==> config.mk <==
export PLATFORM = sky130hd
export DESIGN_NAME = multiword_add_sequencer
export DESIGN_NICKNAME = d
export VERILOG_FILES = /design/src/rtl/multiword_add_sequencer.sv
export SDC_FILE = /design/constraint.sdc
export NUM_CORES = 1
export LEC_CHECK = 0
export BUFFER_PORTS_ARGS = -buffer_cell sky130_fd_sc_hd__buf_4
export CORE_MARGIN = 4
export CORE_UTILIZATION = 45
export DETAILED_ROUTE_END_ITERATION = 16
export GPL_ROUTABILITY_DRIVEN = 0
export GPL_TIMING_DRIVEN = 0
export PLACE_DENSITY = 0.8
export SKIP_CTS_REPAIR_TIMING = 1
export SYNTH_ARGS = -nofsm -noshare
export SYNTH_HDL_FRONTEND = slang
export SYNTH_HIERARCHICAL = 1
export SYNTH_SLANG_ARGS = --single-unit
==> constraint.sdc <==
create_clock -name clk -period 4 [get_ports clk]
set_clock_uncertainty 0.05 [all_clocks]
set_input_delay 0.8 -clock clk [delete_from_list [all_inputs] [get_ports clk]]
set_output_delay 0.8 -clock clk [all_outputs]
set_load 0.01 [all_outputs]
==> src/rtl/multiword_add_sequencer.sv <==
// Streaming multiprecision adder: one registered sum word per input word, carry chained across the packet.
// Optional subtract mode (A - B) is compiled in with `define MULTIWORD_SUB_EN.

module full_tree_adder #(
    parameter int N_BIT = 64
) (
    input  logic [N_BIT-1:0] a,
    input  logic [N_BIT-1:0] b,
    input  logic             cin,
    output logic [N_BIT-1:0] sum,
    output logic             cout
);
    logic [N_BIT-1:0] prop;
    logic [N_BIT-1:0] gen_pre;
    logic [N_BIT-1:0] prop_pre;
    logic [N_BIT-1:0] gen_nxt;
    logic [N_BIT-1:0] prop_nxt;
    logic [N_BIT:0]   carry;

    // Kogge-Stone prefix: after the last level gen_pre[i]/prop_pre[i] span bits [i:0]
    always_comb begin
        prop     = a ^ b;
        gen_pre  = a & b;
        prop_pre = prop;
        gen_nxt  = '0;
        prop_nxt = '0;
        for (int d = 1; d < N_BIT; d = d * 2) begin
            gen_nxt  = gen_pre;
            prop_nxt = prop_pre;
            for (int i = d; i < N_BIT; i++) begin
                gen_nxt[i]  = gen_pre[i] | (prop_pre[i] & gen_pre[i-d]);
                prop_nxt[i] = prop_pre[i] & prop_pre[i-d];
            end
            gen_pre  = gen_nxt;
            prop_pre = prop_nxt;
        end
        carry[0] = cin;
        for (int i = 0; i < N_BIT; i++) begin
            carry[i+1] = gen_pre[i] | (prop_pre[i] & cin);
        end
        sum  = prop ^ carry[N_BIT-1:0];
        cout = carry[N_BIT];
    end
endmodule

module multiword_add_sequencer #(
    parameter int N_BIT = 64
) (
    input  logic             clk,
    input  logic             rst,
`ifdef MULTIWORD_SUB_EN
    input  logic             op_sub,
`endif
    input  logic             in_valid,
    output logic             in_ready,
    input  logic             in_last,
    input  logic             carry_in,
    input  logic [N_BIT-1:0] operand_1,
    input  logic [N_BIT-1:0] operand_2,
    output logic             out_valid,
    input  logic             out_ready,
    output logic             out_last,
    output logic [N_BIT-1:0] sum,
    output logic             carry_out,
    output logic             overflow
);
    logic             first_word;
    logic             carry_reg;
    logic             in_fire;
    logic [N_BIT-1:0] b_eff;
    logic             cin_eff;
    logic [N_BIT-1:0] add_sum;
    logic             add_cout;
    logic             add_ovf;

    assign in_ready = !out_valid || out_ready;
    assign in_fire  = in_valid && in_ready;

`ifdef MULTIWORD_SUB_EN
    logic sub_reg;
    logic sub_now;

    // op_sub is only honoured on the first word; later words reuse the latched mode
    assign sub_now = first_word ? op_sub : sub_reg;
    assign b_eff   = sub_now ? ~operand_2 : operand_2;
    assign cin_eff = first_word ? (op_sub | carry_in) : carry_reg;
`else
    assign b_eff   = operand_2;
    assign cin_eff = first_word ? carry_in : carry_reg;
`endif

    full_tree_adder #(.N_BIT(N_BIT)) u_adder (
        .a    (operand_1),
        .b    (b_eff),
        .cin  (cin_eff),
        .sum  (add_sum),
        .cout (add_cout)
    );

    assign add_ovf = !(operand_1[N_BIT-1] ^ b_eff[N_BIT-1]) &
                     (add_sum[N_BIT-1] != operand_1[N_BIT-1]);

    always_ff @(posedge clk) begin
        if (rst) begin
            out_valid  <= 1'b0;
            out_last   <= 1'b0;
            sum        <= '0;
            carry_out  <= 1'b0;
            overflow   <= 1'b0;
            carry_reg  <= 1'b0;
            first_word <= 1'b1;
`ifdef MULTIWORD_SUB_EN
            sub_reg    <= 1'b0;
`endif
        end else if (in_fire) begin
            out_valid  <= 1'b1;
            out_last   <= in_last;
            sum        <= add_sum;
            carry_out  <= in_last & add_cout;
            overflow   <= in_last & add_ovf;
            carry_reg  <= add_cout;
            first_word <= in_last;
`ifdef MULTIWORD_SUB_EN
            sub_reg    <= sub_now;
`endif
        end else if (out_ready) begin
            out_valid  <= 1'b0;
        end
    end
endmodule

==> run metrics, run 1 <==
Pwr Total=around 2.7 mW; Core Region=0.01383 mm2; r2r endpoint=overflow; max-slew violations=0; crit path max-delay cell type=or3_4; netlist area before placement=roughly 0.0063 mm2; sequential area share after synthesis=22.10%; Largest register FFs=between 60 and 70; worst slew pin tran=628.8 ps; fraction of layout cells with a size suffix above 1=28.75%; pwr dens=~320 mW/mm2; Crit Path Class=in2reg; Peak Freq=between 0.2 and 0.3 GHz; largest net degree at the start of global routing=14; clock sinks=70; predominant post-synthesis flop cell=dfxtp_1; Synth Register Bits=70; number of synthesized flops with an enable pin=0; Final Util=between 60% and 70%; hold_sp=sum[27]; share of the synthesized area in the top cell type=22.10%; DR pass1 iterations=5; Yosys cell types=a little under 70; Total Die Area=0.01605 mm2; Min-Delay Path Class=reg2reg; Placement Cell Area=roughly 0.008 mm2; Die X=126.7 um; fin area=approximately 0.0085 mm2; Synth Warn #=6; root buf cell=clkbuf_16; Syn Area/Cell=around 7.7 um2; R2R Setup Slk=slightly below 300 ps; startpoint types=primary input; antenna viol nets, final=0; Clock transition at path regs=around 60 ps; io pins=203; Chip Height=126.7 um; TritonCTS clock tree=built; Vias/cell=5.700; vias=6,954; number of global-route vias before repair=between 6,000 and 7,000; H-tree depth=3; R2R Path Start=first_word; # rows=43; worst vdd ir=~0.23 mV; area added between synthesis and finish=33.45%; period utilization=95.86%; diodes inserted=0; Setup-failing EPs final=0; area leader, netlist=dfxtp_1; MaxCap Viol Count=0; overall routed net length=~19 mm; Leakage=~4.0 nW; status=complete, no violations; Clk Latency, worst-skew pair=330 ps; hold worst-path end=sum[27]; Slew HR=~58%; Num CTS Buffers=9; maximum buffer depth of the clock tree=2; Initial Util=a little under half; Net count, final=around 1,200; Top reg by flops=sum; initial drt markers=between 600 and 700; DR DRC count=0; CP Data Required Time=4150 ps; first-pass GRT wire length=approximately 30 mm; IO buf count=200; crit-path max cell delay=430 ps; Post-synth ARST share=0%; hold depth=2; crit path capture type=flop; Hold Violations, Final=0; CP arrival=around 4000 ps; synthesized instance count=between 800 and 900; Post-synth top cells=a21oi_1, o21ai_0, nand3_1, dfxtp_1, ha_1; fin crit period=3834 ps; Synth Net Count=about 1,000; count leader, synth=a21oi_1; worst path cell trace=buf_4, ha_1, o21ai_1, o21bai_2, a21oi_2, o21ai_2, a21oi_4, a211oi_2, or3_4, a21bo_2, and2_1, nor2_2, xnor2_2, and3b_1, o2111ai_1, a21oi_1; All-Layer GR Usage=between 20% and 30%; initial antenna violation count=0; grt ovf=0; routed len/inst=15.58 um; worst-path fanout max=6; DP Wirelength=around 15 mm; ranking of synthesized cells by area=dfxtp_1, ha_1, a21oi_1; worst reg-to-reg path cell count=15
[logic make-up after synthesis]
logic type      synth area share, %
fa+ha+maj                     12.95
mux                          0.1776
flops                         22.10
xor+xnor                      8.289
compound gates                34.42
buf+inv                       5.822
simple gates                  16.24
[final cells by class]
class	instances	area (um2)
Multi-Input combinational cell	683	4637
Clock inverter	6	68.82
Buffer	51	292.8
Sequential cell	70	1401
Fill cell	1331	5366
Timing Repair Buffer	204	1531
Inverter	16	65.06
Tap cell	180	225.2
Clock buffer	10	239.0
[where the power goes]
part / switching [mW] / total (mW) / internal, mW
Clock: 0.320 / 0.825 / 0.504
Sequential: 0.0431 / 0.812 / 0.769
Combinational: 0.571 / 1.08 / 0.513
Total: 0.934 / 2.72 / 1.79
[how the worst max path moves through the flow]
stage                            start  endpoint  slack [ps]  depth (start not counted)
after detailed placement  operand_1[1]  overflow        -680                         16
after CTS                 operand_1[1]  overflow        -340                         16
after global routing          carry_in  overflow         -10                         16
final                     operand_1[1]  overflow         170                         16
after floorplan           operand_1[0]  overflow          90                         15
after global placement    operand_1[0]  overflow        -580                         16
[layer usage]
metal / GRT usage, % / vias up / share of wire, %
li1: - / 3458 / -
met1: 29.11 / 3219 / 43
met2: 37.58 / 254 / 47
met3: 6.232 / 23 / 8.1
met4: 3.533 / 0 / 1.3
met5: 0 / - / 0
[critical path, delay by kind of cell]
kind	cells	cell delay (ps)
AOI/OAI and AO/OA	9	1640
buffers and inverters	1	110
xor gates and xnor gates	1	130
adders and majority gates	1	330
and+or+nand+nor	4	950
[layout by cell type, fill, tap and decap left out, drive strengths merged, types with 3 or more instances in the layout]
| cell type | n |
|---|---|
| a211oi | 6 |
| a21o | 58 |
| a21oi | 133 |
| a221oi | 3 |
| a31oi | 11 |
| a41oi | 3 |
| and2 | 4 |
| and3 | 7 |
| buf | 231 |
| clkbuf | 34 |
| dfxtp | 70 |
| ha | 64 |
| inv | 18 |
| nand2 | 41 |
| nand2b | 7 |
| nand3 | 77 |
| nand4 | 12 |
| nor2 | 34 |
| nor2b | 8 |
| nor3 | 8 |
| o211ai | 6 |
| o21a | 3 |
| o21ai | 102 |
| o21bai | 8 |
| o31ai | 5 |
| xnor2 | 36 |
| xor2 | 24 |
[metrics by stage]
stage                     instances  worst slack, ps  TNS [ps]  hold slack, ps
after global routing           1220           -10.43    -10.43           443.7
after CTS                      1219           -341.4    -402.6           424.8
after global placement         1203           -581.6     -2498           399.7
after floorplan                 823            87.74         0           401.4
final                          1220            165.5         0           425.5
after detailed placement       1203           -684.0     -3667           414.4
Note: power is estimated with default switching activity, not from simulation.
==> run 2, diff against run 1 <==
CORE_UTILIZATION = 48   (was 45)
PLACE_DENSITY = 0.84   (was 0.8)
==> run 2 against run 1 <==
First-iteration DRC count down 0.44%. Worst setup slack worse by 2.4 ps. Critical path depth up 1. Worst hold slack worse by 4.6 ps. Final area up 0.19%. Sequential share of layout area about the same. Non-clock buffer count up 1. Global-route usage up 1.8 points. Wire length up 2.1%. Count of clock-buffer cells in the layout up 3. Register-to-register slack better by 80 ps.
==> run metrics, run 2 (synthesis gave the netlist of run 1 again) <==
Crit Path Class=in2reg; diodes inserted=0 (unchanged); CP Data Required Time=4150 ps (about the same); maximum buffer depth of the clock tree=2 (unchanged); Net count, final=1,235 (+0.081%); fin crit period=3837 ps (+2.439 ps); antenna viol nets, final=0 (unchanged); Peak Freq=0.2606 GHz (about the same); Num CTS Buffers=9 (unchanged); worst vdd ir=0.2661 mV (+17%); initial antenna violation count=0 (unchanged); DP Wirelength=15.15 mm (+0.37%); cell mode on critical path=a21o_1; crit path max-delay cell type=or3_4; worst slew pin tran=657.0 ps (+28.15 ps); initial drt markers=685 (-0.44%); # rows=41 (-4.7%); crit path capture type=flop; MaxCap Viol Count=0 (unchanged); IO buf count=200 (unchanged); register area=0.001401 mm2 (unchanged); R2R Path Start=first_word; H-tree depth=3 (unchanged); worst-path fanout max=7 (+1); Pwr Total=2.835 mW (+4.2%); period utilization=95.92% (about the same); max-slew violations=0 (unchanged); DR DRC count=0 (unchanged); pwr dens=334.4 mW/mm2 (+4.0%); fin worst setup slack=163.1 ps (-2.439 ps); Chip Height=122.9 um (-3.0%); Place WS=-590.7 ps (+93.39 ps); grt ovf=0 (unchanged); root buf cell=clkbuf_16; commonest non-fill, non-tap cell in the layout=buf_4; largest net degree at the start of global routing=12 (-2); Min-Delay Path Class=reg2reg; Buffers & Inverters on Critical Path=2 (+1); overall routed net length=19.39 mm (+2.1%); Slew HR=56.20% (-1.9 points); Die X=122.9 um (-3.0%); io pins=203 (unchanged); vias=7,071 (+1.7%); status=complete, no violations; TNS Setup=0 ps (unchanged); worst path cell trace=buf_4, ha_1, clkbuf_1, a21o_1, a21o_1, a21o_1, a21o_1, a21oi_1, nor2_1, or3_4, a21bo_2, and2_1, nor2_1, xnor2_1, and3b_1, o2111ai_1, a21oi_1; Top reg by flops=sum; commonest cells after routing, fill and taps aside=buf_4, a21oi_1, o21ai_0; routed len/inst=15.99 um (+2.6%); Vias/cell=5.829 (+2.3%); All-Layer GR Usage=24.14% (+1.8 points); first-pass GRT wire length=29.86 mm (-1.2%); DR pass1 iterations=6 (+1); Fillers=1,112 (-16%); Clock transition at path regs=50 ps (about the same); multi-input logic area=0.004617 mm2 (-0.43%); startpoint types=primary input; CP Launch Point=operand_1[31]; crit-path max cell delay=380 ps (-50 ps); Clk Latency, worst-skew pair=330 ps (about the same); Total Die Area=0.01511 mm2 (-5.9%); Top delay family on crit path=compound AO/OA/AOI/OAI gates; Setup-failing EPs final=0 (unchanged); Core Region=0.01277 mm2 (-7.6%); Leakage=3.976 nW (+0.34%); Largest register FFs=64 (unchanged); Hold Violations, Final=0 (unchanged); hold_sp=carry_out; CP arrival=3990 ps (about the same); number of global-route vias before repair=6,446 (-0.43%); Initial Util=49.63% (+3.8 points); area added between synthesis and finish=33.71%; fraction of layout cells with a size suffix above 1=28.24% (-0.51 points); TritonCTS clock tree=built; clock sinks=70 (unchanged)
## run 2: tightest hold or removal path, delay by kind of cell (launching register included)
family,cells,cell delay [ps]
flops,1,320
compound gates,2,100
## run 2: worst paths after layout
kind	endpoint	slack (ps)	depth (start not counted)
worst max-delay path	overflow	160	17
worst min-delay path	carry_out	420	2
worst max register to register	sum[51]	370	14
worst min register to register	carry_out	420	2
## run 2: metal layers
metal	track usage, %	routed length (um)	up-vias
met5	0	0	-
met4	7.978	424	0
met3	5.764	1749	40
met2	39.26	8995	316
met1	31.49	8223	3258
li1	-	-	3457
## run 2: metrics by stage
stage	util [%]	hold WS, ps	instance area, um2	std cells
5_1_grt	66.36	441.7	8477	1213
3_3_place_gp	63.07	399.7	8056	1195
3_5_place_dp	63.07	417.2	8056	1195
2_1_floorplan	-	401.4	6340	823
6_report	66.36	420.9	8477	1213
4_1_cts	65.81	424.3	8407	1211
## run 2: cell type report
class	count	area share, %
Multi-Input combinational cell	683	54.46
Timing Repair Buffer	204	18.07
Sequential cell	70	16.53
Buffer	52	3.498
Clock buffer	13	3.070
Tap cell	172	2.539
Clock inverter	3	1.063
Inverter	16	0.7675
## run 2: where the power goes
part / leakage [nW] / internal [mW] / switching [mW] / total [mW]
registers: 0.576 / 0.769 / 0.0429 / 0.812
logic: 3.23 / 0.510 / 0.577 / 1.09
clock network: 0.170 / 0.644 / 0.293 / 0.936
